[config.mk]
export PLATFORM = sky130hd
export DESIGN_NAME = ncl_digit_reader
export DESIGN_NICKNAME = d
export VERILOG_FILES = /design/src/rtl/ncl_digit_reader_pkg.sv /design/src/rtl/ncl_digit_reader_rail_sync.sv /design/src/rtl/ncl_digit_reader.sv
export SDC_FILE = /design/constraint.sdc
export NUM_CORES = 1
export LEC_CHECK = 0
export CAP_MARGIN = 10
export CORE_AREA = 5 5 158 160
export CTS_BUF_LIST = sky130_fd_sc_hd__clkbuf_4
export CTS_CLUSTER_DIAMETER = 200
export CTS_CLUSTER_SIZE = 12
export DETAILED_ROUTE_END_ITERATION = 8
export DIE_AREA = 0 0 163 165
export GPL_ROUTABILITY_DRIVEN = 0
export PLACE_DENSITY_LB_ADDON = 0.1
export REMOVE_ABC_BUFFERS = 1
export SLEW_MARGIN = 20
export SYNTH_ARGS = -nofsm -noshare
export SYNTH_HDL_FRONTEND = slang
export SYNTH_SLANG_ARGS = --single-unit
export TNS_END_PERCENT = 1
[constraint.sdc]
create_clock -name clk -period 7.1 [get_ports clk]
set_clock_uncertainty 0.15 [all_clocks]
set_input_delay 0.71 -clock clk [delete_from_list [all_inputs] [get_ports clk]]
set_output_delay 0.71 -clock clk [all_outputs]
set_load 0.03 [all_outputs]
[src/rtl/ncl_digit_reader_pkg.sv]
// Shared types for the NCL digit reader.
//   state_e : handshake FSM states (WAIT_DATA drives sumcomp low, WAIT_NULL high)
//   rail_e  : dual-rail digit encodings as {rail1, rail0}
package ncl_digit_reader_pkg;

    typedef enum logic {
        WAIT_DATA = 1'b0,
        WAIT_NULL = 1'b1
    } state_e;

    typedef enum logic [1:0] {
        RAIL_NULL    = 2'b00,
        RAIL_DATA0   = 2'b01,
        RAIL_DATA1   = 2'b10,
        RAIL_ILLEGAL = 2'b11
    } rail_e;

endpackage

[src/rtl/ncl_digit_reader_rail_sync.sv]
// Multi-flop synchronizer for a bundle of asynchronous rails.
//   clk_i    : sampling clock
//   rst_ni   : asynchronous active-low reset, clears every stage
//   rails_i  : asynchronous rail inputs
//   rails_o  : rails after STAGES flops
module ncl_rail_sync #(
    parameter int unsigned WIDTH  = 2,
    parameter int unsigned STAGES = 2
) (
    input  logic             clk_i,
    input  logic             rst_ni,
    input  logic [WIDTH-1:0] rails_i,
    output logic [WIDTH-1:0] rails_o
);

    logic [WIDTH-1:0] stage_q [STAGES];
    logic [WIDTH-1:0] stage_d [STAGES];

    always_comb begin
        stage_d[0] = rails_i;
        for (int unsigned s = 1; s < STAGES; s++) begin
            stage_d[s] = stage_q[s-1];
        end
    end

    always_ff @(posedge clk_i or negedge rst_ni) begin
        if (!rst_ni) begin
            for (int unsigned s = 0; s < STAGES; s++) begin
                stage_q[s] <= '0;
            end
        end else begin
            for (int unsigned s = 0; s < STAGES; s++) begin
                stage_q[s] <= stage_d[s];
            end
        end
    end

    assign rails_o = stage_q[STAGES-1];

endmodule

[src/rtl/ncl_digit_reader.sv]
// Reads dual-rail NCL wavefronts into a binary word with a valid/ready output.
//   clk      : single clock
//   init_n   : asynchronous active-low reset
//   sum      : dual-rail digits, sum[2i] = rail0, sum[2i+1] = rail1 of digit i
//   sumcomp  : completion acknowledge back to the ring (1 = send NULL, 0 = send DATA)
//   data_out : last captured word (rail1 of each digit)
//   valid    : data_out not yet consumed
//   ready    : consumer takes data_out when valid && ready
//   code_err : sticky, an illegal 11 digit was sampled
//   seq_err  : sticky, a capture was not previous capture + 1
module ncl_digit_reader
    import ncl_digit_reader_pkg::*;
#(
    parameter int unsigned WIDTH       = 32,
    parameter int unsigned SYNC_STAGES = 2,
    parameter int unsigned CHECK_SEQ   = 1
) (
    input  logic               clk,
    input  logic               init_n,
    input  logic [2*WIDTH-1:0] sum,
    output logic               sumcomp,
    output logic [WIDTH-1:0]   data_out,
    output logic               valid,
    input  logic               ready,
    output logic               code_err,
    output logic               seq_err
);

    logic [2*WIDTH-1:0] sampled;
    logic [2*WIDTH-1:0] prev_q, prev_d;
    state_e             state_q, state_d;
    logic [WIDTH-1:0]   data_out_q, data_out_d;
    logic               valid_q, valid_d;
    logic               code_err_q, code_err_d;
    logic               seq_err_q, seq_err_d;
    logic               seeded_q, seeded_d;

    logic               complete_now, illegal_now, null_now;
    logic               sample_same, complete_stable, null_stable;
    logic               reg_free, capture;
    logic [WIDTH-1:0]   rail1;
    rail_e              digit;

    ncl_rail_sync #(
        .WIDTH  (2 * WIDTH),
        .STAGES (SYNC_STAGES)
    ) u_rail_sync (
        .clk_i   (clk),
        .rst_ni  (init_n),
        .rails_i (sum),
        .rails_o (sampled)
    );

    // Per-digit decode of the synchronized rails.
    always_comb begin
        complete_now = 1'b1;
        illegal_now  = 1'b0;
        rail1        = '0;
        digit        = RAIL_NULL;
        for (int i = 0; i < int'(WIDTH); i++) begin
            digit = rail_e'(sampled[2*i +: 2]);
            if (digit != RAIL_DATA0 && digit != RAIL_DATA1) begin
                complete_now = 1'b0;
            end
            if (digit == RAIL_ILLEGAL) begin
                illegal_now = 1'b1;
            end
            rail1[i] = sampled[2*i+1];
        end
    end

    // Identical vector on two consecutive samples filters skewed arrivals.
    assign null_now        = (sampled == '0);
    assign sample_same     = (sampled == prev_q);
    assign complete_stable = sample_same && complete_now;
    assign null_stable     = sample_same && null_now;
    assign reg_free        = !valid_q || ready;

    always_comb begin
        prev_d     = sampled;
        state_d    = state_q;
        data_out_d = data_out_q;
        valid_d    = valid_q;
        code_err_d = code_err_q | illegal_now;
        seq_err_d  = seq_err_q;
        seeded_d   = seeded_q;
        capture    = 1'b0;

        case (state_q)
            WAIT_DATA: begin
                // Holding off here keeps sumcomp low, which stalls the ring.
                if (complete_stable && reg_free) begin
                    capture = 1'b1;
                    state_d = WAIT_NULL;
                end
            end
            WAIT_NULL: begin
                if (null_stable) begin
                    state_d = WAIT_DATA;
                end
            end
            default: state_d = WAIT_DATA;
        endcase

        if (capture) begin
            data_out_d = rail1;
            valid_d    = 1'b1;
            seeded_d   = 1'b1;
            // data_out_q still holds the previous capture at this point.
            if ((CHECK_SEQ != 0) && seeded_q && (rail1 != data_out_q + WIDTH'(1))) begin
                seq_err_d = 1'b1;
            end
        end else if (valid_q && ready) begin
            valid_d = 1'b0;
        end
    end

    always_ff @(posedge clk or negedge init_n) begin
        if (!init_n) begin
            prev_q     <= '0;
            state_q    <= WAIT_DATA;
            data_out_q <= '0;
            valid_q    <= 1'b0;
            code_err_q <= 1'b0;
            seq_err_q  <= 1'b0;
            seeded_q   <= 1'b0;
        end else begin
            prev_q     <= prev_d;
            state_q    <= state_d;
            data_out_q <= data_out_d;
            valid_q    <= valid_d;
            code_err_q <= code_err_d;
            seq_err_q  <= seq_err_d;
            seeded_q   <= seeded_d;
        end
    end

    assign sumcomp  = (state_q == WAIT_NULL);
    assign data_out = data_out_q;
    assign valid    = valid_q;
    assign code_err = code_err_q;
    assign seq_err  = seq_err_q;

endmodule

==> flow_summary.ini, run 1 <==
[synthesis]
synth_top_flop_cell = dfrtp_1
syn_avg_cell_area_um2 = 13.6
synthArstFlopShare = 1.00
netlist_area_um2 = 9230
ys_types = 46
syn_inst = 678
synth_seq_area_share = 0.621
synth_edf_count = 0
ys_warn_count = 0
ys_ff_latch = 229

[route]
drc = 0
drtPass1Iterations = 4
wirelength_mm = 21.7
via_count = 5429
avgRoutedWirePerCell_um = 19.3
drt_iter0_drc = 332
viasPerCell = 4.84
ant_nets = 0

[worst_setup_path]
crit_buf_inv = 1
end_kind = flop
critPathSlowestCell = dfrtp_1
crit_type = reg -> reg
reg2reg_depth = 7
crit_chain = xnor2_1 -> nand4_1 -> nor4_1 -> nand4_1 -> nor4_4 -> buf_4 -> mux2_2
path_common_cell = nand4_1
max_stage_delay_ns = 0.56
path_delay_family = simple AND/OR/NAND/NOR gates
cp_num_cells = 7
crit_fanout = 35
startpoint_type = flop
cp.arrival_ns = 3.56
r2r_slack_ns = 3.93
crit_required_ns = 7.49

[global_routing]
grt_max_degree = 143
track_usage = 0.165
grt-ovfl-total = 0
grt_antenna_before_repair = 2
grt_pass1_vias = 5827
grt_first_pass_wirelength_mm = 33.9

[clock_network]
htree_levels = 1
cts_sinks = 229
path_clk_slew_ns = 0.12
clockBufferDepth = 3
cts_inserted_buffers = 23
cts_tree = done
cts-resized-gates = 0
postCtsSetupBuffers = 0
worstSkewPairLatency_ns = 0.67
clock-root-buffer = clkbuf_4

[timing]
rsz0062_at_grt = false
period_share = 0.446
fmax_mhz = 316
maxSlewViolCount = 0
finalHoldViolCount = 0
finalSetupTns_ns = 0
worst_pin_slew_ns = 0.839
finalCriticalPeriod_ns = 3.17
finalSetupViolations = 0
slew_headroom = 0.436

[cells_and_area]
fillers = 2120
final_common_cell = dfrtp_1
layout.cells.non_filler = 1122
layout-drive-gt1-share = 0.0885
multiInputGateArea_um2 = 3200
fin_nets = 933
ff_latch_area_um2 = 5730
final_cell_mix = 229 x dfrtp_1, 101 x clkdlybuf4s50_1, 94 x xnor2_1
syn2layout_area_growth_pct = 17.5

[power]
p_sw_mw = 0.533
p_seq_frac = 0.663
power.internal_mw = 1.60
max-vdd-ir-drop_uv = 109
p_sw_frac = 0.250
p_comb_frac = 0.074
p_per_area_nw_per_um2 = 197
p_leak_nw = 4.77
power_mw = 2.14
pwr-share-clk = 0.263

[floorplan]
io-pin-count = 103
start_util = 0.397
die_y_um = 165
rows = 56
fp.coreArea_um2 = 23300
die-area_um2 = 26900
die_x_um = 163

[place]
hpwlAfterDp_mm = 16.0
placedCellCount = 1094
io_buffers = 102

[flow_run]
maxCapViolations = 0

[hold_path]
holdCritPathClass = reg -> reg
hold_depth = 0

[run_status]
status = finished, final reports clean
[logic make-up after synthesis]
family,after synthesis,synth area share
flip-flops,229,0.621
AND/OR/NAND/NOR,146,0.0952
XOR/XNOR,109,0.103
AO/OA/AOI/OAI,22,0.0172
adder cells (fa/ha/maj),65,0.0882
multiplexers,35,0.0425
buffers and inverters,72,0.0323
[layout make-up]
class / instances / share of cell area
sequential: 229 / 0.529
multi-input combinational: 377 / 0.295
timing repair buffer: 105 / 0.0982
tap: 319 / 0.0368
inverter: 65 / 0.0225
clock buffer: 24 / 0.0166
clock inverter: 2 / 0.00173
antenna: 1 / 0.000231
[timing repair]
action / in CTS / in global routing
hold endpoints to repair: 87 / 0
hold buffers: 1 / 0
endpoints found under the setup margin: 0 / 0
[per-layer routing]
layer / vias to the layer above / GRT usage / routed length, um
met4: 2 / 0.0423 / 534
met1: 2709 / 0.231 / 9810
met3: 35 / 0.0282 / 1150
li1: 2532 / - / -
met2: 151 / 0.269 / 10200
met5: - / 0 / 8
[metrics by stage]
step            util  area (um2)  setup slack, ns  hold WS (ns)
3_3_place_gp   0.457       10600             3.95         0.183
2_1_floorplan      -        9170             3.77         0.181
4_1_cts        0.466       10800             3.92         0.188
3_5_place_dp   0.457       10600             3.96         0.185
5_1_grt        0.466       10800             3.82         0.185
6_report       0.466       10800             3.93         0.181
[final timing paths]
path,from,end
max,u_rail_sync.rails_o[37]$_DFF_PN0_,data_out[23]$_DFFE_PN0P_
min,u_rail_sync.stage_d[24]$_DFF_PN0_,u_rail_sync.rails_o[24]$_DFF_PN0_
max reg2reg,u_rail_sync.rails_o[37]$_DFF_PN0_,data_out[23]$_DFFE_PN0P_
min reg2reg,u_rail_sync.stage_d[24]$_DFF_PN0_,u_rail_sync.rails_o[24]$_DFF_PN0_
max in group asynchronous,init_n,u_rail_sync.stage_d[3]$_DFF_PN0_
min in group asynchronous,init_n,u_rail_sync.stage_d[17]$_DFF_PN0_
[registers in the layout (all words and copies together) (netlist names)]
name                 flops
code_err                 1
data_out                32
prev_q                  64
seeded_q                 1
seq_err                  1
sumcomp                  1
u_rail_sync.rails_o     64
u_rail_sync.stage_d     64
valid                    1
[power by group through the flow]
stage	Sequential, mW	Combinational [mW]	Clock, mW
finish	1.42	0.158	0.563
global route	1.42	0.178	0.647
CTS	1.42	0.163	0.601
detailed placement	1.44	0.161	0
global placement	1.44	0.160	0
floorplan	1.42	0.0714	0
[synth_stat cells, types with 2 or more instances]
cell type	n	share of area
nand2b_1	5	0.0034
nand4_1	39	0.026
and3_1	2	0.0014
inv_1	65	0.026
nand2_1	24	0.0098
a21oi_1	3	0.0016
dfrtp_1	229	0.62
xnor2_1	94	0.089
o311ai_0	2	0.0019
a31oi_1	4	0.0027
nor3_1	4	0.0022
a221oi_1	2	0.0019
ha_1	65	0.088
mux2_2	31	0.038
buf_2	3	0.0016
mux2_1	2	0.0024
and4_1	2	0.0019
nor2_1	13	0.0053
o21ai_0	3	0.0016
nor4_1	24	0.016
or4_1	2	0.0016
nand3_1	18	0.0098
xor2_1	15	0.014
nor4_4	2	0.0046
buf_6	3	0.0037
mux2i_1	2	0.0022
No activity file was read; power rests on OpenSTA's default activity.
==> inputs of run 2 (changes only) <==
clock period = 3.3 ns   (was 7.1 ns; I/O delays follow)
==> flow_summary.ini, run 2 (synthesized netlist as in run 1, its figures left out) <==
[route]
drt_iter0_drc = 191
viasPerCell = 4.76
ant_nets = 0
drc = 0
avgRoutedWirePerCell_um = 18.4
via_count = 5780
wirelength_mm = 22.3
drtPass1Iterations = 5

[cells_and_area]
syn2layout_area_growth_pct = 26.9
fin_nets = 1027
layout.cells.non_filler = 1215
final_cell_mix = 229 x dfrtp_1, 101 x clkdlybuf4s50_1, 94 x xnor2_1
final_common_cell = dfrtp_1
layout-drive-gt1-share = 0.112

[floorplan]
start_util = 0.397
rows = 56
io-pin-count = 103
die_x_um = 163
fp.coreArea_um2 = 23300
die-area_um2 = 26900
die_y_um = 165

[worst_setup_path]
r2r_start = data_out[0]$_DFFE_PN0P_
max_stage_delay_ns = 0.63
cp.arrival_ns = 3.42
crit_required_ns = 3.71
crit_chain = ha_1 -> nand3_1 -> nor4_4 -> nand2_1 -> xor2_1 -> a211o_2 -> a221oi_1 -> a31oi_1
crit_buf_inv = 0
end_kind = flop
path_delay_family = simple AND/OR/NAND/NOR gates
critPathSlowestCell = nor4_4
startpoint_type = flop
crit_fanout = 10
crit_type = reg -> reg
startpoint = data_out[0]$_DFFE_PN0P_

[clock_network]
cts_inserted_buffers = 23
clock-root-buffer = clkbuf_4
cts-resized-gates = 0
htree_levels = 1
postCtsSetupBuffers = 0
cts_sinks = 229
hold_buffers = 65
worstSkewPairLatency_ns = 0.68
cts_tree = done
clockBufferDepth = 3
path_clk_slew_ns = 0.15

[timing]
hold_slack_ns = 0.0951
maxSlewViolCount = 0
slew_headroom = 0.485
period_share = 0.912
finalCriticalPeriod_ns = 3.01
finalHoldViolCount = 0
fmax_mhz = 332
worst_pin_slew_ns = 0.773
rsz0062_at_grt = false
finalSetupViolations = 0

[place]
io_buffers = 102
placedCellCount = 1124
hpwlAfterDp_mm = 16.7

[global_routing]
grt_antenna_before_repair = 2
grt_max_degree = 97
grt_pass1_vias = 6318
grt-ovfl-total = 0
track_usage = 0.171
grt_first_pass_wirelength_mm = 35.3

[power]
max-vdd-ir-drop_uv = 291
p_leak_nw = 5.18
p_per_area_nw_per_um2 = 400

[flow_run]
maxCapViolations = 0

[run_status]
status = finished, final reports clean

[hold_path]
holdCritPathClass = in -> async
-- run 2: final timing paths --
kind	slack, ns	endpoint	cells after the start
min	0.1	u_rail_sync.stage_d[7]$_DFF_PN0_	2
min reg2reg	0.19	u_rail_sync.rails_o[24]$_DFF_PN0_	0
max reg2reg	0.29	seq_err$_DFFE_PN0P_	8
max	0.29	seq_err$_DFFE_PN0P_	8
min in group clk	0.19	u_rail_sync.rails_o[24]$_DFF_PN0_	0
max in group asynchronous	2.02	valid$_DFFE_PN0P_	3
-- run 2: where the power goes --
| group | switching, mW | internal [mW] |
|---|---|---|
| Sequential | 0.0921 | 2.92 |
| Clock | 0.860 | 0.344 |
| Combinational | 0.212 | 0.249 |
-- run 2: routing by layer --
| metal | part of all wire | GRT usage | up-vias |
|---|---|---|---|
| met1 | 0.44 | 0.232 | 2864 |
| met2 | 0.47 | 0.286 | 158 |
| met4 | 0.025 | 0.0454 | 2 |
| met5 | 0.00031 | 0 | - |
| met3 | 0.062 | 0.0307 | 42 |
| li1 | - | - | 2714 |
-- run 2: layout make-up --
type                    instances  area (um2)
diodes                          1        2.50
clock buffers                  24         180
clock inverters                 1        11.3
fillers                      2081       11600
inverters                      65         244
multi-input cells             377        3200
flip-flops and latches        229        5730
well taps                     319         399
repair buffers                199        1940
-- run 2: stage by stage --
stage          utilization  power (mW)  setup slack, ns  instance area, um2  setup TNS [ns]
5_1_grt              0.503        4.94            0.127               11700               0
4_1_cts              0.503        4.78            0.328               11700               0
6_report             0.503        4.68            0.292               11700               0
3_5_place_dp         0.467        3.48            0.353               10900               0
3_3_place_gp         0.467        3.47            0.385               10900               0
2_1_floorplan            -        3.20          -0.0291                9170          -0.874
==> inputs of run 3 (changes only) <==
--- a/config.mk
+++ b/config.mk
@@ -8,3 +8,3 @@
 export CAP_MARGIN = 10
-export CORE_AREA = 5 5 158 160
+export CORE_AREA = 5 5 160 162
 export CTS_BUF_LIST = sky130_fd_sc_hd__clkbuf_4
@@ -13,3 +13,4 @@
 export DETAILED_ROUTE_END_ITERATION = 8
-export DIE_AREA = 0 0 163 165
+export DIE_AREA = 0 0 165 167
+export DONT_BUFFER_PORTS = 1
 export GPL_ROUTABILITY_DRIVEN = 0
@@ -20,2 +21,3 @@
 export SYNTH_HDL_FRONTEND = slang
+export SYNTH_HIERARCHICAL = 1
 export SYNTH_SLANG_ARGS = --single-unit
==> constraint.sdc (replaced) <==
create_clock -name clk -period 3.3 [get_ports clk]
set_clock_uncertainty 0.15 [all_clocks]
set_input_delay 0.66 -clock clk [delete_from_list [all_inputs] [get_ports clk]]
set_output_delay 0.66 -clock clk [all_outputs]
set_load 0.03 [all_outputs]
==> flow_summary.ini, run 3 <==
[global_routing]
grt_antenna_before_repair = 2
track_usage = 0.172
grt_max_degree = 230
grt_pass1_vias = 6191
grt-ovfl-total = 0
grt_first_pass_wirelength_mm = 36.2

[timing]
slew_headroom = 0.627
finalSetupTns_ns = 0
maxSlewViolCount = 0
rsz0062_at_grt = false
worst_pin_slew_ns = 0.553
finalCriticalPeriod_ns = 3.16
hold_slack_ns = -0.470
finalSetupViolations = 0
fmax_mhz = 316
finalHoldViolCount = 229
period_share = 0.958

[floorplan]
fp.coreArea_um2 = 24000
die-area_um2 = 27600
rows = 57
die_y_um = 167
io-pin-count = 103
start_util = 0.391
die_x_um = 165

[worst_setup_path]
end_kind = flop
startpoint_type = flop
crit_required_ns = 3.69
startpoint = u_rail_sync/rails_o[19]$_DFF_PN0_
crit_fanout = 39
crit_type = reg -> reg
cp.arrival_ns = 3.55
reg2reg_depth = 7
r2r_start = u_rail_sync/rails_o[19]$_DFF_PN0_
r2r_end = data_out[5]$_DFFE_PN0P_
r2r_slack_ns = 0.14

[cells_and_area]
fin_nets = 949
fillers = 2235
layout-drive-gt1-share = 0.116
final_common_cell = dfrtp_1
final_cell_mix = 229 x dfrtp_1, 89 x xnor2_1, 68 x inv_1
syn2layout_area_growth_pct = 15.7

[route]
via_count = 5732
wirelength_mm = 23.3
drt_iter0_drc = 410
drtPass1Iterations = 7
ant_nets = 0
viasPerCell = 5.01
avgRoutedWirePerCell_um = 20.4
drc = 0

[clock_network]
cts_sinks = 229
cts_inserted_buffers = 23
clockBufferDepth = 3
postCtsSetupBuffers = 0
path_clk_slew_ns = 0.15
clock-root-buffer = clkbuf_4
worstSkewPairLatency_ns = 0.63
cts_tree = done
cts-resized-gates = 0
htree_levels = 1
hold_buffers = 64

[synthesis]
synth_top_flop_cell = dfrtp_1
syn_avg_cell_area_um2 = 13.3
ys_ff_latch = 229
ys_types = 54
yosysTopAreaCellShare = 0.612
syn_inst = 702
synth_common_cells = 229 x dfrtp_1, 89 x xnor2_1, 68 x inv_1
synthArstFlopShare = 1.00
synth_area_leaders = dfrtp_1 61%, ha_1 8.7%, xnor2_1 8.3%, nand4_1 2.7%, inv_1 2.7%
ys_warn_count = 6
synth_seq_area_share = 0.612
netlist_area_um2 = 9370
synth_edf_count = 0
yosysMostFrequentCell = dfrtp_1
yosys.area.top_type = dfrtp_1

[power]
power_mw = 4.56
p_per_area_nw_per_um2 = 420
max-vdd-ir-drop_uv = 290
p_leak_nw = 4.90

[run_status]
violations = hold timing
status = complete, but fails checks

[hold_path]
holdCritPathClass = in -> async

[flow_run]
maxCapViolations = 0

[place]
hpwlAfterDp_mm = 17.0
io_buffers = 0
-- run 3: worst max-delay path: stages (launching register included) --
cell	delay [ns]
dfrtp_1	0.64
inv_1	0.21
ha_1	0.32
nand4_1	0.09
or4_1	0.62
nor4_4	0.37
buf_12	0.27
mux2_2	0.36
-- run 3: how the worst max path moves through the flow --
stage          slack [ns]                        to
2_1_floorplan       -0.08   data_out[0]$_DFFE_PN0P_
3_3_place_gp         0.26   data_out[6]$_DFFE_PN0P_
3_5_place_dp         0.14  data_out[26]$_DFFE_PN0P_
4_1_cts              0.10   data_out[5]$_DFFE_PN0P_
5_1_grt              0.03  data_out[21]$_DFFE_PN0P_
6_report             0.14   data_out[5]$_DFFE_PN0P_
-- run 3: metal layers --
layer / part of all wire / global-route usage / up-vias
met5: 0 / 0 / -
met4: 0.024 / 0.0434 / 0
met3: 0.072 / 0.0378 / 42
li1: - / - / 2621
met2: 0.47 / 0.275 / 191
met1: 0.44 / 0.238 / 2878
-- run 3: layout make-up --
type	instances	area [um2]	area share
Tap cell	324	405	0.0374
Antenna cell	2	5.00	0.000462
Inverter	68	255	0.0236
Clock buffer	24	180	0.0166
Clock inverter	1	11.3	0.00104
Sequential cell	229	5730	0.529
Timing Repair Buffer	103	946	0.0873
Multi-Input combinational cell	392	3300	0.305
-- run 3: cells by family (layout without fill, tap and decap cells) --
logic type / Yosys count / in the layout / share of synthesized area
AOI/OAI and AO/OA: 45 / 45 / 0.0335
other: 0 / 2 / 0
and+or+nand+nor: 150 / 150 / 0.101
DFF: 229 / 229 / 0.612
xor gates and xnor gates: 104 / 104 / 0.0972
muxes: 28 / 28 / 0.0337
adders and majority gates: 65 / 65 / 0.0868
buffers and inverters: 81 / 196 / 0.0359
-- run 3: where the power goes --
| group | switching [mW] | internal [mW] |
|---|---|---|
| Clock | 0.872 | 0.344 |
| Combinational | 0.141 | 0.175 |
| Sequential | 0.100 | 2.92 |
| Total | 1.11 | 3.44 |
-- run 3: metrics by stage --
stage | utilization | setup WS (ns) | hold slack [ns] | cells | area, um2
floorplan | - | -0.0796 | 0.181 | 689 | 9290
global placement | 0.417 | 0.261 | 0.183 | 1052 | 10000
finish | 0.452 | 0.137 | -0.470 | 1143 | 10800
detailed placement | 0.417 | 0.143 | 0.185 | 1052 | 10000
global route | 0.452 | 0.0259 | -0.533 | 1143 | 10800
CTS | 0.452 | 0.102 | -0.533 | 1141 | 10800
